==> config.mk <==
export PLATFORM = sky130hd
export DESIGN_NAME = multicycle_mux_ctrl
export DESIGN_NICKNAME = d
export VERILOG_FILES = /design/src/rtl/multicycle_mux_ctrl.sv
export SDC_FILE = /design/constraint.sdc
export NUM_CORES = 1
export LEC_CHECK = 0
export CORE_UTILIZATION = 30
export DETAILED_ROUTE_END_ITERATION = 6
export GPL_TIMING_DRIVEN = 0
export PLACE_DENSITY = 0.64
export SLEW_MARGIN = 30
export SYNTH_ARGS = -nofsm -noshare
export SYNTH_HDL_FRONTEND = slang
export SYNTH_SLANG_ARGS = --single-unit
==> constraint.sdc <==
create_clock -name Clock -period 2.85 [get_ports Clock]
set_input_delay 0.57 -clock Clock [delete_from_list [all_inputs] [get_ports Clock]]
set_output_delay 0.57 -clock Clock [all_outputs]
set_load 0.02 [all_outputs]
==> src/rtl/multicycle_mux_ctrl.sv <==
// Multi-cycle control FSM for a 32-bit single-bus datapath.
// It sequences FETCH/DECODE and the per-opcode execute states, and drives every datapath
// MUX select and write enable as a combinational function of state (Mealy where noted).
// It counts retired instructions and flags illegal opcodes and memory handshake timeouts.
module multicycle_mux_ctrl #(
    parameter bit          ADDI_EN      = 1'b1,
    parameter int unsigned MEM_WAIT_MAX = 255
) (
    input  logic        Clock,
    input  logic        Reset,
    input  logic [5:0]  Opcode,
    input  logic        Zero,
    input  logic        Mem_Ready,
    output logic        PC_Write,
    output logic        IR_Write,
    output logic        IorD,
    output logic        Mem_Read,
    output logic        Mem_Write,
    output logic        ALU_SrcA,
    output logic [1:0]  ALU_SrcB,
    output logic [1:0]  ALU_Op,
    output logic        Mem_To_Reg,
    output logic        Reg_Dst,
    output logic        Reg_Write,
    output logic [1:0]  PC_Source,
    output logic        Illegal_Op,
    output logic        Mem_Fault,
    output logic [31:0] Instr_Count
);

    localparam int unsigned WAIT_W = $clog2(MEM_WAIT_MAX + 1);
    localparam logic [WAIT_W-1:0] WAIT_LIMIT = WAIT_W'(MEM_WAIT_MAX);

    localparam logic [5:0] OP_RTYPE = 6'b000000;
    localparam logic [5:0] OP_LW    = 6'b100011;
    localparam logic [5:0] OP_SW    = 6'b101011;
    localparam logic [5:0] OP_BEQ   = 6'b000100;
    localparam logic [5:0] OP_J     = 6'b000010;
    localparam logic [5:0] OP_ADDI  = 6'b001000;

    typedef enum logic [3:0] {
        S_FETCH    = 4'd0,
        S_DECODE   = 4'd1,
        S_MEM_ADDR = 4'd2,
        S_MEM_RD   = 4'd3,
        S_MEM_WB   = 4'd4,
        S_MEM_WR   = 4'd5,
        S_EXEC_R   = 4'd6,
        S_R_WB     = 4'd7,
        S_BRANCH   = 4'd8,
        S_JUMP     = 4'd9,
        S_ADDI_EX  = 4'd10,
        S_ADDI_WB  = 4'd11
    } state_t;

    state_t              state_r;
    state_t              state_s;
    logic [WAIT_W-1:0]   wait_cnt_r;
    logic [WAIT_W-1:0]   wait_cnt_s;
    logic [31:0]         instr_cnt_r;
    logic                retire_s;
    logic                timeout_s;

    logic                pc_write_s;
    logic                ir_write_s;
    logic                iord_s;
    logic                mem_read_s;
    logic                mem_write_s;
    logic                alu_src_a_s;
    logic [1:0]          alu_src_b_s;
    logic [1:0]          alu_op_s;
    logic                mem_to_reg_s;
    logic                reg_dst_s;
    logic                reg_write_s;
    logic [1:0]          pc_source_s;
    logic                illegal_op_s;
    logic                mem_fault_s;

    // State register, memory wait counter and retired-instruction counter.
    always_ff @(posedge Clock) begin
        if (!Reset) begin
            state_r     <= S_FETCH;
            wait_cnt_r  <= '0;
            instr_cnt_r <= 32'd0;
        end else begin
            state_r    <= state_s;
            wait_cnt_r <= wait_cnt_s;
            if (retire_s) begin
                instr_cnt_r <= instr_cnt_r + 32'd1;
            end else begin
                instr_cnt_r <= instr_cnt_r;
            end
        end
    end

    // Next-state, wait-counter update and datapath controls decoded from the current state.
    always_comb begin
        state_s      = state_r;
        wait_cnt_s   = '0;
        retire_s     = 1'b0;
        timeout_s    = (wait_cnt_r == WAIT_LIMIT) && !Mem_Ready;
        pc_write_s   = 1'b0;
        ir_write_s   = 1'b0;
        iord_s       = 1'b0;
        mem_read_s   = 1'b0;
        mem_write_s  = 1'b0;
        alu_src_a_s  = 1'b0;
        alu_src_b_s  = 2'd0;
        alu_op_s     = 2'd0;
        mem_to_reg_s = 1'b0;
        reg_dst_s    = 1'b0;
        reg_write_s  = 1'b0;
        pc_source_s  = 2'd0;
        illegal_op_s = 1'b0;
        mem_fault_s  = 1'b0;

        case (state_r)
            S_FETCH: begin
                alu_src_b_s = 2'd1;
                if (timeout_s) begin
                    // Abandon the fetch: no request or enable on the fault cycle.
                    mem_fault_s = 1'b1;
                    state_s     = S_FETCH;
                end else begin
                    mem_read_s = 1'b1;
                    pc_write_s = Mem_Ready;
                    ir_write_s = Mem_Ready;
                    if (Mem_Ready) begin
                        state_s = S_DECODE;
                    end else begin
                        wait_cnt_s = wait_cnt_r + WAIT_W'(1);
                    end
                end
            end
            S_DECODE: begin
                // Precompute the branch target while the opcode is decoded.
                alu_src_b_s = 2'd3;
                case (Opcode)
                    OP_RTYPE: state_s = S_EXEC_R;
                    OP_LW:    state_s = S_MEM_ADDR;
                    OP_SW:    state_s = S_MEM_ADDR;
                    OP_BEQ:   state_s = S_BRANCH;
                    OP_J:     state_s = S_JUMP;
                    OP_ADDI: begin
                        if (ADDI_EN) begin
                            state_s = S_ADDI_EX;
                        end else begin
                            illegal_op_s = 1'b1;
                            state_s      = S_FETCH;
                        end
                    end
                    default: begin
                        illegal_op_s = 1'b1;
                        state_s      = S_FETCH;
                    end
                endcase
            end
            S_MEM_ADDR: begin
                alu_src_a_s = 1'b1;
                alu_src_b_s = 2'd2;
                if (Opcode == OP_LW) begin
                    state_s = S_MEM_RD;
                end else begin
                    state_s = S_MEM_WR;
                end
            end
            S_MEM_RD: begin
                iord_s = 1'b1;
                if (timeout_s) begin
                    mem_fault_s = 1'b1;
                    state_s     = S_FETCH;
                end else begin
                    mem_read_s = 1'b1;
                    if (Mem_Ready) begin
                        state_s = S_MEM_WB;
                    end else begin
                        wait_cnt_s = wait_cnt_r + WAIT_W'(1);
                    end
                end
            end
            S_MEM_WB: begin
                reg_write_s  = 1'b1;
                mem_to_reg_s = 1'b1;
                state_s      = S_FETCH;
                retire_s     = 1'b1;
            end
            S_MEM_WR: begin
                iord_s = 1'b1;
                if (timeout_s) begin
                    mem_fault_s = 1'b1;
                    state_s     = S_FETCH;
                end else begin
                    mem_write_s = 1'b1;
                    if (Mem_Ready) begin
                        state_s  = S_FETCH;
                        retire_s = 1'b1;
                    end else begin
                        wait_cnt_s = wait_cnt_r + WAIT_W'(1);
                    end
                end
            end
            S_EXEC_R: begin
                alu_src_a_s = 1'b1;
                alu_op_s    = 2'd2;
                state_s     = S_R_WB;
            end
            S_R_WB: begin
                reg_write_s = 1'b1;
                reg_dst_s   = 1'b1;
                state_s     = S_FETCH;
                retire_s    = 1'b1;
            end
            S_BRANCH: begin
                alu_src_a_s = 1'b1;
                alu_op_s    = 2'd1;
                pc_source_s = 2'd1;
                pc_write_s  = Zero;
                state_s     = S_FETCH;
                retire_s    = 1'b1;
            end
            S_JUMP: begin
                pc_source_s = 2'd2;
                pc_write_s  = 1'b1;
                state_s     = S_FETCH;
                retire_s    = 1'b1;
            end
            S_ADDI_EX: begin
                alu_src_a_s = 1'b1;
                alu_src_b_s = 2'd2;
                state_s     = S_ADDI_WB;
            end
            S_ADDI_WB: begin
                reg_write_s = 1'b1;
                state_s     = S_FETCH;
                retire_s    = 1'b1;
            end
            default: begin
                state_s = S_FETCH;
            end
        endcase
    end

    // While Reset is low every control is forced to 0, including the selects.
    always_comb begin
        if (Reset) begin
            PC_Write   = pc_write_s;
            IR_Write   = ir_write_s;
            IorD       = iord_s;
            Mem_Read   = mem_read_s;
            Mem_Write  = mem_write_s;
            ALU_SrcA   = alu_src_a_s;
            ALU_SrcB   = alu_src_b_s;
            ALU_Op     = alu_op_s;
            Mem_To_Reg = mem_to_reg_s;
            Reg_Dst    = reg_dst_s;
            Reg_Write  = reg_write_s;
            PC_Source  = pc_source_s;
            Illegal_Op = illegal_op_s;
            Mem_Fault  = mem_fault_s;
        end else begin
            PC_Write   = 1'b0;
            IR_Write   = 1'b0;
            IorD       = 1'b0;
            Mem_Read   = 1'b0;
            Mem_Write  = 1'b0;
            ALU_SrcA   = 1'b0;
            ALU_SrcB   = 2'd0;
            ALU_Op     = 2'd0;
            Mem_To_Reg = 1'b0;
            Reg_Dst    = 1'b0;
            Reg_Write  = 1'b0;
            PC_Source  = 2'd0;
            Illegal_Op = 1'b0;
            Mem_Fault  = 1'b0;
        end
    end

    assign Instr_Count = instr_cnt_r;

endmodule

==> metrics.txt <==
clock sinks=between 40 and 50; Initial DRT Pass Iterations=4; static leakage=approximately 1.2 nW; Crit-path slowest cell=clkdlybuf4s50_1; clk_skew=between 0.004 and 0.005 ns; synth top area cells=dfxtp_1 (35%), and2_1 (6.0%), xor2_1 (6.0%); mux contribution to synthesized area=~2%; fmax=about 0.36 GHz; Inserted Diodes=0; top cells by count, synth=dfxtp_1 (44), nand2_1 (27), and2_1 (24); pins over their slew limit=0; post-layout util=a little over two fifths; grt total ovfl=0; core area=just under 8000 µm²; layout cells sized above 1=about 6%; setup TNS=0 ns; number of CTS-inserted buffers=5; largest family of logic cells by synthesized area=simple AND/OR/NAND/NOR gates; Die Ht=around 93 µm; chip width=slightly above 90 µm; status=finished clean; Max-Cap Viols=0; hold-fix buffers at CTS=0; Inst Count DP=between 400 and 500; Yosys reg bits=between 40 and 50; Seq/Total Area, Yosys=35.3%; filler instances=just over 800; latest clock arrival within the worst-skew pair=just under 0.3 ns; CP required=about 2.3 ns; Worst VDD drop=0.160 mV; Tmin final=around 2.8 ns; Mapped Nets=between 300 and 400; cell family with most CP delay=buffers and inverters; Iteration-0 DRC Markers=97; adder-cell share of the synthesized area=1.00%; Worst-Margin Slew=between 0.4 and 0.5 ns; endpoints failing hold=0; root buffer cell=clkbuf_8; H-tree level count=2; asr flop ratio synth=0%; Synth Area in Compound Gates=between 10% and 20%; final hold slack=about 0.47 ns; post-route ant nets=0; Critical Path Start Type=input port; top fanout value on the critical path=5; Setup crit end kind=output pin; Overall Power=1.16 mW; DP Area=~3200 µm²; number of flops mapped to enable cells by yosys=0; maximum clock path buffer count=2; Die ar.=8680 µm²; all-layer global routing usage=around 15%; via count=2407; cell taking the most area after synthesis=dfxtp_1; Core Rows=32; Non-Filler Instances=474; most frequent cell after synthesis=dfxtp_1; first-pass GRT wire length=10800 µm; Area growth syn-to-layout=32.8%; pin count of the biggest net entering global routing=14; total wire length=approximately 6400 µm; XOR/XNOR Fraction of Synth Area=between 10 and 15%; Relative slew margins=67.0%; Ports=slightly below 60; FF+latch area=881 µm²; Yosys cell types=46; Clk pin slew, worst setup/hold paths=0.08 ns; Syn Inst Count=307; Final setup viols=0; CP max stage delay=between 0.4 and 0.5 ns; synthesized area per cell=roughly 8.1 µm²; WP data arrival=between 2 and 2.5 ns; initial antenna violation count=0; post-DP HPWL=about 4700 µm; Synth Flop Type=dfxtp_1; Post-Syn Area=between 2000 and 2500 µm²; simple logic cell fraction of the synthesized area=36.5%; Initial Util=31.6%; Worst Hold Class=flop to flop; drt drc=0; IO buf count=between 50 and 60; Final Cell Area=around 3300 µm²; Ys Warns=0; area occupied by multi-input gates=~1500 µm²; vias in the first global route=about 2300; Placer Congestion=about 0.94; kind of critical path=input port to output pin; Vias/cell=5.08; Final nets=383; TritonCTS clock tree=built; P per Cell Area=between 300 and 400 nW/µm²; Final WS setup=0.0919 ns; Setup Slack @ Placement=-0.710 ns; critical-path cell list=clkdlybuf4s50_1 > or3_1 > nor2_1 > nor3_1 > o311a_1 > dlygate4sd2_1; post-synth top area share=between 30% and 40%; RSZ-0062 raised after global routing=no; DR WL/cell=approximately 13 µm; final period utilization=roughly 97%; WP buf/inv=2
[cells in the final DEF, fill, tap and decap left out, types with 3 or more instances in the layout]
cell type        count
inv_1                9
nand3_1             17
nand4_1              8
clkbuf_1             5
nor4_1              18
nand2b_1            10
a21oi_1              8
and2_1              24
xnor2_1             12
or4_1                3
clkbuf_2             4
dlygate4sd2_1        4
nor3b_1              3
nor2b_1              4
nor3_1              17
o211ai_1             3
xor2_1              17
buf_2                3
dfxtp_1             44
nor2_1              20
or3_1                6
o21ai_0              6
clkdlybuf4s50_1     52
mux2i_1              5
clkbuf_8             7
nand2_1             27
[cell type report]
class,instances,area share [%]
multi-input combinational,237,45.2
sequential,44,26.6
timing repair buffer,58,17.5
tap,102,3.86
buffer,16,2.95
clock buffer,7,2.61
inverter,9,1.02
clock inverter,1,0.227
[final timing paths]
| kind | to | depth (start not counted) | startpoint | slack, ns |
|---|---|---|---|---|
| worst min register to register | wait_cnt_r[0] | 1 | wait_cnt_r[0] | 0.47 |
| worst min-delay path | wait_cnt_r[0] | 1 | wait_cnt_r[0] | 0.47 |
| worst max-delay path | Illegal_Op | 6 | Opcode[2] | 0.09 |
| worst max register to register | Instr_Count[26] | 6 | Instr_Count[6] | 0.66 |
[logic make-up (layout without fill, tap and decap cells)]
family | after synthesis | in the layout
AO/OA/AOI/OAI | 34 | 34
XOR/XNOR | 29 | 29
adder cells (fa/ha/maj) | 2 | 2
buffers and inverters | 26 | 91
flip-flops | 44 | 44
multiplexers | 5 | 5
AND/OR/NAND/NOR | 167 | 167
[metal layers]
metal	share of wire, %	track usage [%]	vias up
met2	47	25.6	68
met4	0.85	3.59	0
met3	5.4	3.74	5
met5	0	0	-
met1	47	20.3	1102
li1	-	-	1232
[sequential cells by signal, indices dropped and copies added (netlist names)]
name and count:
wait_cnt_r 8, state_r 4, Instr_Count 32
[repair_timing]
| item | CTS | global route |
|---|---|---|
| setup buffers | 0 | 0 |
| setup endpoints to repair | 17 | 6 |
| gates resized for setup | 12 | 3 |
| pin swaps | 0 | 0 |
[where the power goes]
group,switching [mW],internal (mW)
clock network,0.215,0.197
registers,0.00382,0.619
logic,0.0759,0.0523
No activity file was read; power rests on OpenSTA's default activity.
